### config.mk
export PLATFORM = sky130hd
export DESIGN_NAME = mmio_ctrl
export DESIGN_NICKNAME = d
export VERILOG_FILES = /design/src/rtl/mmio_ctrl_pkg.sv /design/src/rtl/mmio_rx_fifo.sv /design/src/rtl/mmio_ctrl.sv
export SDC_FILE = /design/constraint.sdc
export NUM_CORES = 1
export LEC_CHECK = 0
export CAP_MARGIN = 20
export CORE_ASPECT_RATIO = 0.8
export CORE_MARGIN = 10
export CORE_UTILIZATION = 49
export CTS_CLUSTER_DIAMETER = 200
export DETAILED_ROUTE_END_ITERATION = 12
export GPL_TIMING_DRIVEN = 0
export PLACE_DENSITY = 0.8
export SYNTH_ARGS = -nofsm -noshare
export SYNTH_HDL_FRONTEND = slang
export SYNTH_SLANG_ARGS = --single-unit
### constraint.sdc
create_clock -name clk_i -period 2.6 [get_ports clk_i]
set_clock_uncertainty 0.2 [all_clocks]
set_input_delay 0.52 -clock clk_i [delete_from_list [all_inputs] [get_ports clk_i]]
set_output_delay 0.52 -clock clk_i [all_outputs]
set_load 0.05 [all_outputs]
### src/rtl/mmio_ctrl_pkg.sv
// mmio_ctrl_pkg: shared MMIO decode constants and types.
// IoRegion is the addr[31:30] code of the IO window. The Off* constants are the byte offsets of
// the six registers inside that window. The core's control stage uses the same constants.
// Only offset bits [4:2] take part in the decode.
package mmio_ctrl_pkg;

    localparam logic [1:0] IoRegion = 2'b10;

    localparam logic [4:0] OffStatus = 5'h00;
    localparam logic [4:0] OffRxData = 5'h04;
    localparam logic [4:0] OffTxData = 5'h08;
    localparam logic [4:0] OffCycle  = 5'h10;
    localparam logic [4:0] OffInstr  = 5'h14;
    localparam logic [4:0] OffCntClr = 5'h18;

    typedef enum logic {
        TxIdle,
        TxPend
    } tx_state_e;

    function automatic logic is_io(input logic [31:0] addr);
        return addr[31:30] == IoRegion;
    endfunction

    // Register index used by the decoder (word offset inside the IO window).
    function automatic logic [2:0] reg_idx(input logic [4:0] off);
        return off[4:2];
    endfunction

endpackage

### src/rtl/mmio_rx_fifo.sv
// mmio_rx_fifo: receive byte buffer between the UART receiver and the rx data register.
// Depth must be a power of two and at least 2, so the pointers wrap naturally.
// Ports:
//   clk_i    system clock
//   rst      synchronous active-high reset; empties the buffer
//   push_i   write data_i (the caller guarantees !full_o)
//   data_i   byte to store
//   pop_i    drop the head entry (the caller guarantees !empty_o)
//   data_o   head entry
//   full_o   buffer full
//   empty_o  buffer empty
module mmio_rx_fifo #(
    parameter int unsigned Depth = 4
) (
    input  logic       clk_i,
    input  logic       rst,
    input  logic       push_i,
    input  logic [7:0] data_i,
    input  logic       pop_i,
    output logic [7:0] data_o,
    output logic       full_o,
    output logic       empty_o
);

    localparam int unsigned PtrW = (Depth > 1) ? $clog2(Depth) : 1;
    localparam int unsigned CntW = PtrW + 1;

    logic [7:0]      mem_q [Depth];
    logic [PtrW-1:0] wr_ptr_q, rd_ptr_q;
    logic [CntW-1:0] cnt_q;

    assign full_o  = (cnt_q == CntW'(Depth));
    assign empty_o = (cnt_q == '0);
    assign data_o  = mem_q[rd_ptr_q];

    always_ff @(posedge clk_i) begin
        if (rst) begin
            wr_ptr_q <= '0;
            rd_ptr_q <= '0;
            cnt_q    <= '0;
        end else begin
            if (push_i) begin
                mem_q[wr_ptr_q] <= data_i;
                wr_ptr_q        <= wr_ptr_q + PtrW'(1);
            end
            if (pop_i) begin
                rd_ptr_q <= rd_ptr_q + PtrW'(1);
            end
            // A push and pop together leave the count unchanged.
            case ({push_i, pop_i})
                2'b10:   cnt_q <= cnt_q + CntW'(1);
                2'b01:   cnt_q <= cnt_q - CntW'(1);
                default: cnt_q <= cnt_q;
            endcase
        end
    end

endmodule

### src/rtl/mmio_ctrl.sv
// mmio_ctrl: memory-mapped IO block with a UART port, a cycle counter and an instruction counter.
// The IO window is addr[31:30] == 2'b10. Registers sit at offsets 0x00 status,
// 0x04 rx data, 0x08 tx data, 0x10 cycle count, 0x14 instruction count and 0x18 counter clear.
// Optional feature: define MMIO_RX_FIFO_EN to put an RX_FIFO_DEPTH-entry receive buffer in front
// of the rx data register. Without it, the rx register reads the UART receiver directly.
// Ports:
//   clk_i           system clock
//   rst             synchronous active-high reset
//   addr_i          data address from the execute stage
//   wdata_i         store data (only [7:0] used)
//   we_i / re_i     store / load strobes, qualified here by the IO-region decode
//   instr_retire_i  one pulse per retired instruction
//   uart_rx_*       receiver byte handshake (ready is an output)
//   uart_tx_*       transmitter byte handshake (ready is an input)
//   rdata_o         registered load result
module mmio_ctrl
    import mmio_ctrl_pkg::*;
#(
    parameter int unsigned RX_FIFO_DEPTH = 4
) (
    input  logic        clk_i,
    input  logic        rst,
    input  logic [31:0] addr_i,
    input  logic [31:0] wdata_i,
    input  logic        we_i,
    input  logic        re_i,
    input  logic        instr_retire_i,
    input  logic [7:0]  uart_rx_data_i,
    input  logic        uart_rx_valid_i,
    output logic        uart_rx_ready_o,
    output logic [7:0]  uart_tx_data_o,
    output logic        uart_tx_valid_o,
    input  logic        uart_tx_ready_i,
    output logic [31:0] rdata_o
);

    localparam logic [2:0] IdxStatus = reg_idx(OffStatus);
    localparam logic [2:0] IdxRxData = reg_idx(OffRxData);
    localparam logic [2:0] IdxTxData = reg_idx(OffTxData);
    localparam logic [2:0] IdxCycle  = reg_idx(OffCycle);
    localparam logic [2:0] IdxInstr  = reg_idx(OffInstr);
    localparam logic [2:0] IdxCntClr = reg_idx(OffCntClr);

    logic       io_sel;
    logic [2:0] sel;
    logic       rd_io, wr_io;
    logic       cnt_clr, tx_start;

    assign io_sel   = is_io(addr_i);
    assign sel      = addr_i[4:2];
    assign rd_io    = re_i && io_sel;
    assign wr_io    = we_i && io_sel;
    assign cnt_clr  = wr_io && (sel == IdxCntClr);
    assign tx_start = wr_io && (sel == IdxTxData);

    logic        rx_avail;
    logic [7:0]  rx_byte;

    tx_state_e   tx_state_q;
    logic        tx_valid_q;
    logic [7:0]  tx_data_q;
    logic [31:0] cyc_cnt_q, cyc_cnt_d;
    logic [31:0] ins_cnt_q, ins_cnt_d;
    logic [31:0] rdata_q, rdata_d;
    logic [31:0] rd_val;

`ifdef MMIO_RX_FIFO_EN
    logic       fifo_full, fifo_empty;
    logic [7:0] fifo_data;
    logic       rx_push, rx_pop;

    // Ready depends only on fullness, so a full buffer never sees push and pop together.
    assign uart_rx_ready_o = !rst && !fifo_full;
    assign rx_push         = uart_rx_valid_i && uart_rx_ready_o;
    assign rx_pop          = rd_io && (sel == IdxRxData) && !fifo_empty;
    assign rx_avail        = !fifo_empty;
    assign rx_byte         = fifo_data;

    mmio_rx_fifo #(
        .Depth (RX_FIFO_DEPTH)
    ) u_rx_fifo (
        .clk_i   (clk_i),
        .rst     (rst),
        .push_i  (rx_push),
        .data_i  (uart_rx_data_i),
        .pop_i   (rx_pop),
        .data_o  (fifo_data),
        .full_o  (fifo_full),
        .empty_o (fifo_empty)
    );

    logic unused_bits;
    assign unused_bits = ^{addr_i[29:5], addr_i[1:0], wdata_i[31:8]};
`else
    // No buffer: a load of rx data consumes the receiver byte directly, only when one is present.
    assign rx_avail        = uart_rx_valid_i;
    assign rx_byte         = uart_rx_data_i;
    assign uart_rx_ready_o = !rst && rd_io && (sel == IdxRxData) && uart_rx_valid_i;

    logic [31:0] unused_depth;
    logic        unused_bits;
    assign unused_depth = RX_FIFO_DEPTH;
    assign unused_bits  = ^{addr_i[29:5], addr_i[1:0], wdata_i[31:8], unused_depth};
`endif

    // Read mux sees pre-edge state, so a status load shows flags from before this edge.
    always_comb begin
        rd_val = '0;
        unique case (sel)
            IdxStatus: rd_val = {30'b0, rx_avail, tx_state_q == TxIdle};
            IdxRxData: rd_val = rx_avail ? {24'b0, rx_byte} : 32'b0;
            IdxCycle:  rd_val = cyc_cnt_q;
            IdxInstr:  rd_val = ins_cnt_q;
            default:   rd_val = '0;
        endcase
    end

    always_comb begin
        rdata_d   = rd_io ? rd_val : rdata_q;
        cyc_cnt_d = cyc_cnt_q + 32'd1;
        ins_cnt_d = ins_cnt_q + {31'b0, instr_retire_i};
        // Clear wins over the same-cycle increment.
        if (cnt_clr) begin
            cyc_cnt_d = '0;
            ins_cnt_d = '0;
        end
    end

    always_ff @(posedge clk_i) begin
        if (rst) begin
            rdata_q   <= '0;
            cyc_cnt_q <= '0;
            ins_cnt_q <= '0;
        end else begin
            rdata_q   <= rdata_d;
            cyc_cnt_q <= cyc_cnt_d;
            ins_cnt_q <= ins_cnt_d;
        end
    end

    // TX FSM: a store while pending is dropped; the byte is held until the handshake.
    always_ff @(posedge clk_i) begin
        if (rst) begin
            tx_state_q <= TxIdle;
            tx_valid_q <= 1'b0;
            tx_data_q  <= '0;
        end else begin
            unique case (tx_state_q)
                TxIdle: begin
                    if (tx_start) begin
                        tx_state_q <= TxPend;
                        tx_valid_q <= 1'b1;
                        tx_data_q  <= wdata_i[7:0];
                    end
                end
                TxPend: begin
                    if (uart_tx_ready_i) begin
                        tx_state_q <= TxIdle;
                        tx_valid_q <= 1'b0;
                    end
                end
                default: begin
                    tx_state_q <= TxIdle;
                    tx_valid_q <= 1'b0;
                end
            endcase
        end
    end

    assign uart_tx_valid_o = tx_valid_q;
    assign uart_tx_data_o  = tx_data_q;
    assign rdata_o         = rdata_q;

endmodule

==> results of run 1 <==
area by class of cell:
cell class / count / area (µm²) / share of cell area
buffer: 37 / 166 / 0.0280
inverter: 6 / 22.5 / 0.00378
sequential: 106 / 2120 / 0.357
tap: 119 / 149 / 0.0250
multi-input combinational: 400 / 2510 / 0.421
clock buffer: 13 / 250 / 0.0420
clock inverter: 2 / 37.5 / 0.00631
timing repair buffer: 71 / 698 / 0.117
per-layer routing:
metal / share of wire / GRT usage / vias to the layer above
met3: 0.076 / 0.0421 / 23
met2: 0.47 / 0.321 / 208
met1: 0.43 / 0.259 / 2301
li1: - / - / 2240
met4: 0.016 / 0.0689 / 0
met5: 0 / 0 / -
what timing repair did:
| action | 4_1_cts | 5_1_grt |
|---|---|---|
| resized for setup | 27 | 7 |
| pin swaps | 3 | 3 |
| endpoints found under the setup margin | 37 | 33 |
| buffers inserted | 0 | 3 |
power breakdown:
part	leakage (µW)	switching, µW	total (µW)	internal, µW
registers	0.000857	19.8	1670	1650
logic	0.00102	190	302	112
clock network	0.000136	579	1350	770
total	0.00202	789	3320	2530
per-stage QoR:
| stage | hold WS, ns | power, µW |
|---|---|---|
| final | 0.264 | 3320 |
| after global routing | 0.278 | 3430 |
| after detailed placement | 0.254 | 2000 |
| after global placement | 0.245 | 2000 |
| after CTS | 0.263 | 3340 |
| after floorplan | 0.237 | 1880 |
worst max-delay path by stage:
stage                    startpoint         endpoint  depth (start not counted)
floorplan                addr_i[30]  uart_rx_ready_o                          5
global placement         addr_i[31]  uart_rx_ready_o                          7
detailed placement       addr_i[31]  uart_rx_ready_o                          7
CTS                 uart_rx_valid_i  uart_rx_ready_o                          6
global route        uart_rx_valid_i  uart_rx_ready_o                          6
finish              uart_rx_valid_i  uart_rx_ready_o                          6
cell families (layout without fill, tap and decap cells):
family / Yosys count / count (layout) / share of synthesized area
flops: 106 / 106 / 0.446
fa+ha+maj: 3 / 3 / 0.00789
compound gates: 122 / 122 / 0.171
simple gates: 245 / 245 / 0.280
mux: 11 / 11 / 0.0231
xor+xnor: 19 / 19 / 0.0350
buf+inv: 46 / 129 / 0.0379
flip-flops by register name, summed over array words and instances, names as in the netlist:
register and flops:
ins_cnt_q 32, rdata_o 32, cyc_cnt_q 32, uart_tx_data_o 8
tx_state_q 1, uart_tx_valid_o 1
synth_stat cells, types with 10 or more instances:
cell type  instances
dfxtp_1          106
nor2_1            55
a21oi_1           43
clkbuf_1          34
nand2_1           34
nand3_1           27
or4_1             27
o31ai_1           26
nor3_1            25
a221oi_1          24
nand4_1           20
o21ai_0           18
xor2_1            13
mux2i_1           11
and4_1            10
tightest hold or removal path, stage by stage, from the launching register on:
cell and delay, ns:
dfxtp_1 0.31, nand2_1 0.05, a21oi_1 0.06
==> results.py, run 1 <==
metrics = {
    "outcome": {
        "status": "finished clean",
    },
    "grt": {
        "antenna_found_initial": 0,
        "overflow": 0,
        "grt_use_total": 0.199,
        "grt_pass1_vias": 4539,
        "grt_pass1_wl_um": 23000,
        "grt_max_degree": 16,
    },
    "setup_path": {
        "reg2reg_to": "ins_cnt_q[24]",
        "r2r_setup_slack_ns": 0.18,
        "worstPathArrival_ns": 1.82,
        "endpoint_kind": "output port",
        "start_kind": "primary input",
        "cp_max_fo": 8,
        "crit_required_ns": 1.88,
        "worstReg2RegStart": "ins_cnt_q[9]",
        "ff2ff_path_depth": 6,
        "cp_slowest_cell": "clkdlybuf4s50_1",
        "crit_type": "in -> out",
        "cp_top_family": "buffers and inverters",
        "slowest_delay_ns": 0.48,
        "crit_chain": "clkdlybuf4s50_1 -> nor4bb_2 -> buf_4 -> nand2_1 -> nor2_2 -> buf_6",
        "critical_path_buf_inv_count": 3,
    },
    "synth": {
        "yosys.area.top_type": "dfxtp_1",
        "syn_nets": 634,
        "syn_area_per_cell_um2": 8.62,
        "synth-edff-count": 0,
        "yosys_warnings": 0,
        "ys_types": 40,
        "yosysSeqAreaShare": 0.446,
        "synthTopCellsByArea": "dfxtp_1 (45%), a21oi_1 (4.5%), a221oi_1 (4.4%), nor2_1 (4.3%), or4_1 (4.3%)",
        "ys_async_sr_fraction": 0,
        "syn_area_um2": 4760,
        "ys_ff_latch": 106,
        "yosys_most_used_dff": "dfxtp_1",
        "synth_top_area_share": 0.446,
        "syn_inst": 552,
    },
    "routing": {
        "drtIter0Drc": 609,
        "wl_per_cell_um": 18.7,
        "drtPass1Iterations": 5,
        "antenna_left": 0,
        "drc": 0,
        "postRouteWirelength_um": 14100,
        "via_per_inst": 6.33,
        "vias": 4772,
    },
    "clock_network": {
        "cts_buffer_depth": 2,
        "clkSinkCount": 106,
        "cts-root-buf": "clkbuf_16",
        "h-tree-depth": 3,
        "clkTransAtPathRegs_ns": 0.07,
        "cts_tree": "built",
        "cts_buffers": 9,
        "cts-hold-fix-buffers": 0,
        "clk_latency_ns": 0.35,
    },
    "floorplan": {
        "core_um2": 9570,
        "ioPinCount": 121,
        "die-area_um2": 14100,
        "die_w_um": 130,
        "die_h_um": 108,
        "num_rows": 32,
        "initial_core_util": 0.497,
    },
    "pwr": {
        "p_per_area_nw_per_um2": 558,
        "peakVddDrop_uv": 397,
        "p_leak_uw": 0.00202,
    },
    "final_layout": {
        "final_common_cell": "dfxtp_1",
        "layout_common_cells": "dfxtp_1 (106), clkdlybuf4s50_1 (62), nor2_1 (54)",
        "final_nets": 713,
        "drive_gt1_frac": 0.0630,
        "instances_no_fill": 754,
        "fin_util": 0.622,
        "synthToLayoutAreaGrowth_pct": 25.1,
        "n_antenna_cell": 0,
        "fill_cells": 801,
        "fin_area_um2": 5950,
    },
    "placed_design": {
        "dpl_cell_area_um2": 5590,
        "placed_cells": 739,
        "place.gp.congestion": 0.866,
        "hpwl_um": 10000,
        "port_buffers": 68,
        "pre_cts_slack_ns": -1.12,
    },
    "timing": {
        "tightest_slew_ns": 0.775,
        "drv_slew": 0,
        "fin_crit_ns": 2.54,
        "rsz0062_at_grt": "true",
        "clock.fmax_ghz": 0.394,
        "tns_ns": 0,
        "hold_viol_final": 0,
        "finalCritPeriodShare": 0.976,
        "slew-limit-headroom": 0.481,
        "fin_ws_ns": 0.0624,
        "setup_viol": 0,
    },
    "hold_path": {
        "worstHoldEndpoint": "uart_tx_valid_o",
        "min_path_cells": 2,
        "hp-class": "reg -> reg",
        "hp-start": "uart_tx_valid_o",
    },
    "flow_run": {
        "drv_cap": 0,
    },
}
Power figures use the tool's default switching activity.
==> run 2, diff against run 1 <==
- CAP_MARGIN: 20 -> 10
- CORE_MARGIN: 10 -> 1.5
==> results.py, run 2 (synthesized netlist as in run 1, its figures left out) <==
metrics = {
    "timing": {
        "slew-limit-headroom": 0.378,
        "tightest_slew_ns": 0.929,
        "fin_crit_ns": 2.54,
        "setup_viol": 0,
        "finalCritPeriodShare": 0.976,
        "fin_ws_ns": 0.0636,
        "clock.fmax_ghz": 0.394,
        "drv_slew": 0,
        "hold_viol_final": 0,
    },
    "routing": {
        "via_per_inst": 6.24,
        "vias": 4695,
        "antenna_left": 0,
        "drtIter0Drc": 388,
        "postRouteWirelength_um": 13100,
        "drc": 0,
        "drtPass1Iterations": 7,
        "wl_per_cell_um": 17.4,
    },
    "placed_design": {
        "place.gp.congestion": 0.888,
        "hpwl_um": 9290,
        "pre_cts_slack_ns": -1.23,
        "dpl_cell_area_um2": 5590,
        "port_buffers": 68,
        "placed_cells": 735,
    },
    "grt": {
        "grt_pass1_vias": 4528,
        "grt_max_degree": 18,
        "grt_use_total": 0.259,
        "antenna_found_initial": 0,
        "grt_pass1_wl_um": 21500,
        "overflow": 0,
    },
    "setup_path": {
        "worstReg2RegStart": "cyc_cnt_q[2]",
        "endpoint_kind": "output port",
        "slowest_delay_ns": 0.49,
        "worstPathArrival_ns": 1.82,
        "ff2ff_path_depth": 7,
        "startpoint": "uart_rx_valid_i",
        "crit_chain": "clkdlybuf4s50_1 -> nor4bb_1 -> buf_4 -> nand2_1 -> nor2_2 -> buf_6",
        "crit_type": "in -> out",
        "r2r_setup_slack_ns": 0.13,
        "start_kind": "primary input",
        "crit_required_ns": 1.88,
        "cp_max_fo": 3,
        "cp_slowest_cell": "clkdlybuf4s50_1",
        "reg2reg_to": "cyc_cnt_q[21]",
        "crit_path_end": "uart_rx_ready_o",
    },
    "clock_network": {
        "cts_buffers": 9,
        "h-tree-depth": 3,
        "cts_buffer_depth": 2,
        "cts_tree": "built",
        "cts-hold-fix-buffers": 0,
        "clk_latency_ns": 0.36,
        "cts-root-buf": "clkbuf_16",
        "clkSinkCount": 106,
        "clkTransAtPathRegs_ns": 0.07,
    },
    "final_layout": {
        "multi_input_area_um2": 2500,
        "synthToLayoutAreaGrowth_pct": 24.7,
        "fill_cells": 780,
        "n_antenna_cell": 0,
        "ff_latch_area_um2": 2120,
        "fin_area_um2": 5930,
        "final_common_cell": "dfxtp_1",
        "layout_common_cells": "dfxtp_1 (106), clkdlybuf4s50_1 (65), nor2_1 (54)",
        "final_nets": 714,
        "instances_no_fill": 752,
        "fin_util": 0.643,
        "drive_gt1_frac": 0.0644,
    },
    "floorplan": {
        "initial_core_util": 0.516,
        "die-area_um2": 10300,
        "die_w_um": 113,
        "num_rows": 31,
        "ioPinCount": 121,
        "die_h_um": 91.2,
        "core_um2": 9230,
    },
    "hold_path": {
        "hp-start": "rdata_o[0]",
        "hp-class": "reg -> reg",
    },
    "flow_run": {
        "drv_cap": 0,
    },
    "pwr": {
        "p_leak_uw": 0.00202,
        "total_power_uw": 3280,
        "peakVddDrop_uv": 383,
        "p_per_area_nw_per_um2": 552,
    },
    "outcome": {
        "status": "finished clean",
    },
}
==> run 2: cell types whose count changed in the layout (fill, tap and decap cells not counted), sizes merged <==
| cell | delta |
|---|---|
| buf | +1 |
| bufinv | -1 |
| clkbuf | -2 |
| clkdlybuf4s50 | +3 |
| clkinv | +2 |
| clkinvlp | +1 |
| dlygate4sd2 | -3 |
| inv | +1 |
==> run 2: repair_timing <==
action | in CTS | in global routing
pin swaps | 1 | 1
resized for setup | 20 | 9
setup endpoints to repair | 36 | 38
setup buffers | 1 | 2
==> run 2: stage by stage <==
step	setup TNS, ns	hold slack [ns]
finish	0	0.262
global route	-0.0395	0.288
CTS	0	0.261
detailed placement	-33.71	0.250
global placement	-25.17	0.245
floorplan	0	0.237
==> run 2: area by class of cell <==
type | count | share of cell area
inverter | 6 | 0.00380
buffer | 38 | 0.0276
clock inverter | 5 | 0.00633
clock buffer | 11 | 0.0409
tap | 115 | 0.0243
timing repair buffer | 71 | 0.118
multi-input combinational | 400 | 0.421
sequential | 106 | 0.358
==> run 2: worst min path at each step <==
stage                            endpoint  depth (start not counted)
final                          rdata_o[0]                          2
after floorplan              cyc_cnt_q[0]                          1
after global routing      uart_tx_valid_o                          2
after detailed placement       rdata_o[0]                          2
after CTS                      rdata_o[0]                          2
after global placement         rdata_o[1]                          2
==> run 2: power breakdown <==
| part | switching, µW | internal (µW) |
|---|---|---|
| clock network | 624 | 680 |
| logic | 190 | 115 |
| registers | 18.8 | 1650 |
| total | 833 | 2440 |
==> run 2: routing by layer <==
layer / vias to the layer above / wire length [µm] / track usage
li1: 2237 / - / -
met2: 197 / 5980 / 0.412
met4: 0 / 180 / 0.0906
met5: - / 0 / 0
met1: 2245 / 6000 / 0.346
met3: 16 / 916 / 0.0601
==> run 2: critical path, delay by kind of cell <==
family / cells / cell delay [ns]
buf+inv: 3 / 0.84
simple gates: 3 / 0.46
==> run 3, diff against run 2 <==
- CORE_MARGIN: 1.5 -> 1
==> results.py, run 3 (synthesized netlist as in run 1, its figures left out) <==
metrics = {
    "outcome": {
        "status": "complete, but fails checks",
        "violations": "DRC",
    },
    "setup_path": {
        "cp_max_fo": 8,
        "crit_path_end": "ins_cnt_q[27]",
        "reg2reg_to": "cyc_cnt_q[29]",
        "startpoint": "instr_retire_i",
        "crit_required_ns": 2.68,
        "ff2ff_path_depth": 7,
        "worstReg2RegStart": "cyc_cnt_q[2]",
        "crit_type": "in -> reg",
        "endpoint_kind": "flip-flop",
        "worstPathArrival_ns": 2.62,
        "r2r_setup_slack_ns": 0.22,
        "start_kind": "primary input",
    },
    "timing": {
        "finalCritPeriodShare": 0.980,
        "slew-limit-headroom": 0.369,
        "rsz0062_at_grt": "false",
        "hold_viol_final": 0,
        "fin_crit_ns": 2.55,
        "drv_slew": 0,
        "tightest_slew_ns": 0.941,
        "holdWs_ns": 0.261,
        "setup_viol": 0,
        "clock.fmax_ghz": 0.393,
        "fin_ws_ns": 0.0529,
    },
    "pwr": {
        "total_power_uw": 3480,
        "p_per_area_nw_per_um2": 581,
        "peakVddDrop_uv": 364,
        "p_leak_uw": 0.00206,
    },
    "clock_network": {
        "clkSinkCount": 106,
        "cts_buffers": 9,
        "clk_latency_ns": 0.35,
        "h-tree-depth": 3,
        "cts_tree": "built",
        "cts_buffer_depth": 2,
        "cts-root-buf": "clkbuf_16",
        "cts-hold-fix-buffers": 0,
        "clkTransAtPathRegs_ns": 0.07,
    },
    "grt": {
        "use_met2": 0.421,
        "met3_usage": 0.0593,
        "grt_use_total": 0.264,
        "met1_usage": 0.357,
        "grt_pass1_vias": 4381,
        "overflow": 0,
        "busiest_layer": "met2",
        "grt_pass1_wl_um": 21400,
        "grt_max_degree": 17,
        "antenna_found_initial": 0,
    },
    "placed_design": {
        "hpwl_um": 9070,
        "pre_cts_slack_ns": -1.15,
        "port_buffers": 68,
        "place.gp.congestion": 0.883,
    },
    "final_layout": {
        "fin_util": 0.649,
        "drive_gt1_frac": 0.0659,
        "final_common_cell": "dfxtp_1",
        "layout_common_cells": "dfxtp_1 (106), clkdlybuf4s50_1 (64), nor2_1 (54)",
        "ff_latch_area_um2": 2120,
        "multi_input_area_um2": 2500,
        "fill_cells": 752,
        "synthToLayoutAreaGrowth_pct": 25.9,
        "n_antenna_cell": 0,
        "final_nets": 714,
    },
    "routing": {
        "postRouteWirelength_um": 13100,
        "wl_per_cell_um": 17.4,
        "drtIter0Drc": 403,
        "via_per_inst": 6.32,
        "drtPass1Iterations": 9,
        "antenna_left": 0,
        "drc": 3,
        "vias": 4750,
    },
    "floorplan": {
        "die_w_um": 112,
        "initial_core_util": 0.516,
        "num_rows": 31,
        "die-area_um2": 10100,
        "die_h_um": 90.2,
        "ioPinCount": 121,
        "core_um2": 9230,
    },
    "hold_path": {
        "hp-class": "reg -> reg",
    },
    "flow_run": {
        "drv_cap": 0,
    },
}
run 3: how the worst min path moves through the flow:
stage	slack [ns]	end	cells after the start	start
2_1_floorplan	0.24	cyc_cnt_q[0]	1	cyc_cnt_q[0]
3_3_place_gp	0.24	rdata_o[1]	2	rdata_o[1]
3_5_place_dp	0.25	uart_tx_valid_o	2	uart_tx_valid_o
4_1_cts	0.26	rdata_o[0]	2	rdata_o[0]
5_1_grt	0.29	rdata_o[0]	2	rdata_o[0]
6_report	0.26	rdata_o[0]	2	rdata_o[0]
run 3: repair_timing:
item / 4_1_cts / 5_1_grt
pin swaps: 0 / 3
gates resized for setup: 22 / 10
endpoints found under the hold margin: 0 / 0
setup endpoints to repair: 36 / 42
buffers inserted: 0 / 3
run 3: cell type report:
| class | count | area share |
|---|---|---|
| plain buffers | 38 | 0.0286 |
| clock buffers | 12 | 0.0428 |
| clock inverters | 4 | 0.0123 |
| inverters | 6 | 0.00376 |
| multi-input cells | 400 | 0.417 |
| flip-flops and latches | 106 | 0.354 |
| well taps | 115 | 0.0240 |
| repair buffers | 71 | 0.118 |
run 3: where the power goes:
group / internal, µW / total [µW] / switching [µW] / leakage (µW)
Combinational: 115 / 306 / 191 / 0.00104
Clock: 898 / 1510 / 611 / 0.000163
Sequential: 1650 / 1670 / 19.0 / 0.000857
Total: 2660 / 3480 / 821 / 0.00206
run 3: stage by stage:
stage                     instance area [µm²]  setup TNS [ns]  instances
after floorplan                          4760               0        552
after CTS                                5950         -0.0459        750
final                                    5990               0        752
after global routing                     5990               0        752
after global placement                   5590          -24.74        735
after detailed placement                 5590          -28.67        735
run 3: layer usage:
metal / wire length, µm / vias to the layer above
li1: - / 2243
met1: 5660 / 2242
met2: 5990 / 244
met3: 1230 / 21
met4: 168 / 0
met5: 0 / -
run 3: worst max-delay path: stages:
cell and delay [ns]:
clkdlybuf4s50_1 0.48, ha_2 0.23, nand4_4 0.18, or4_4 0.57, or4_1 0.49, a21oi_1 0.15
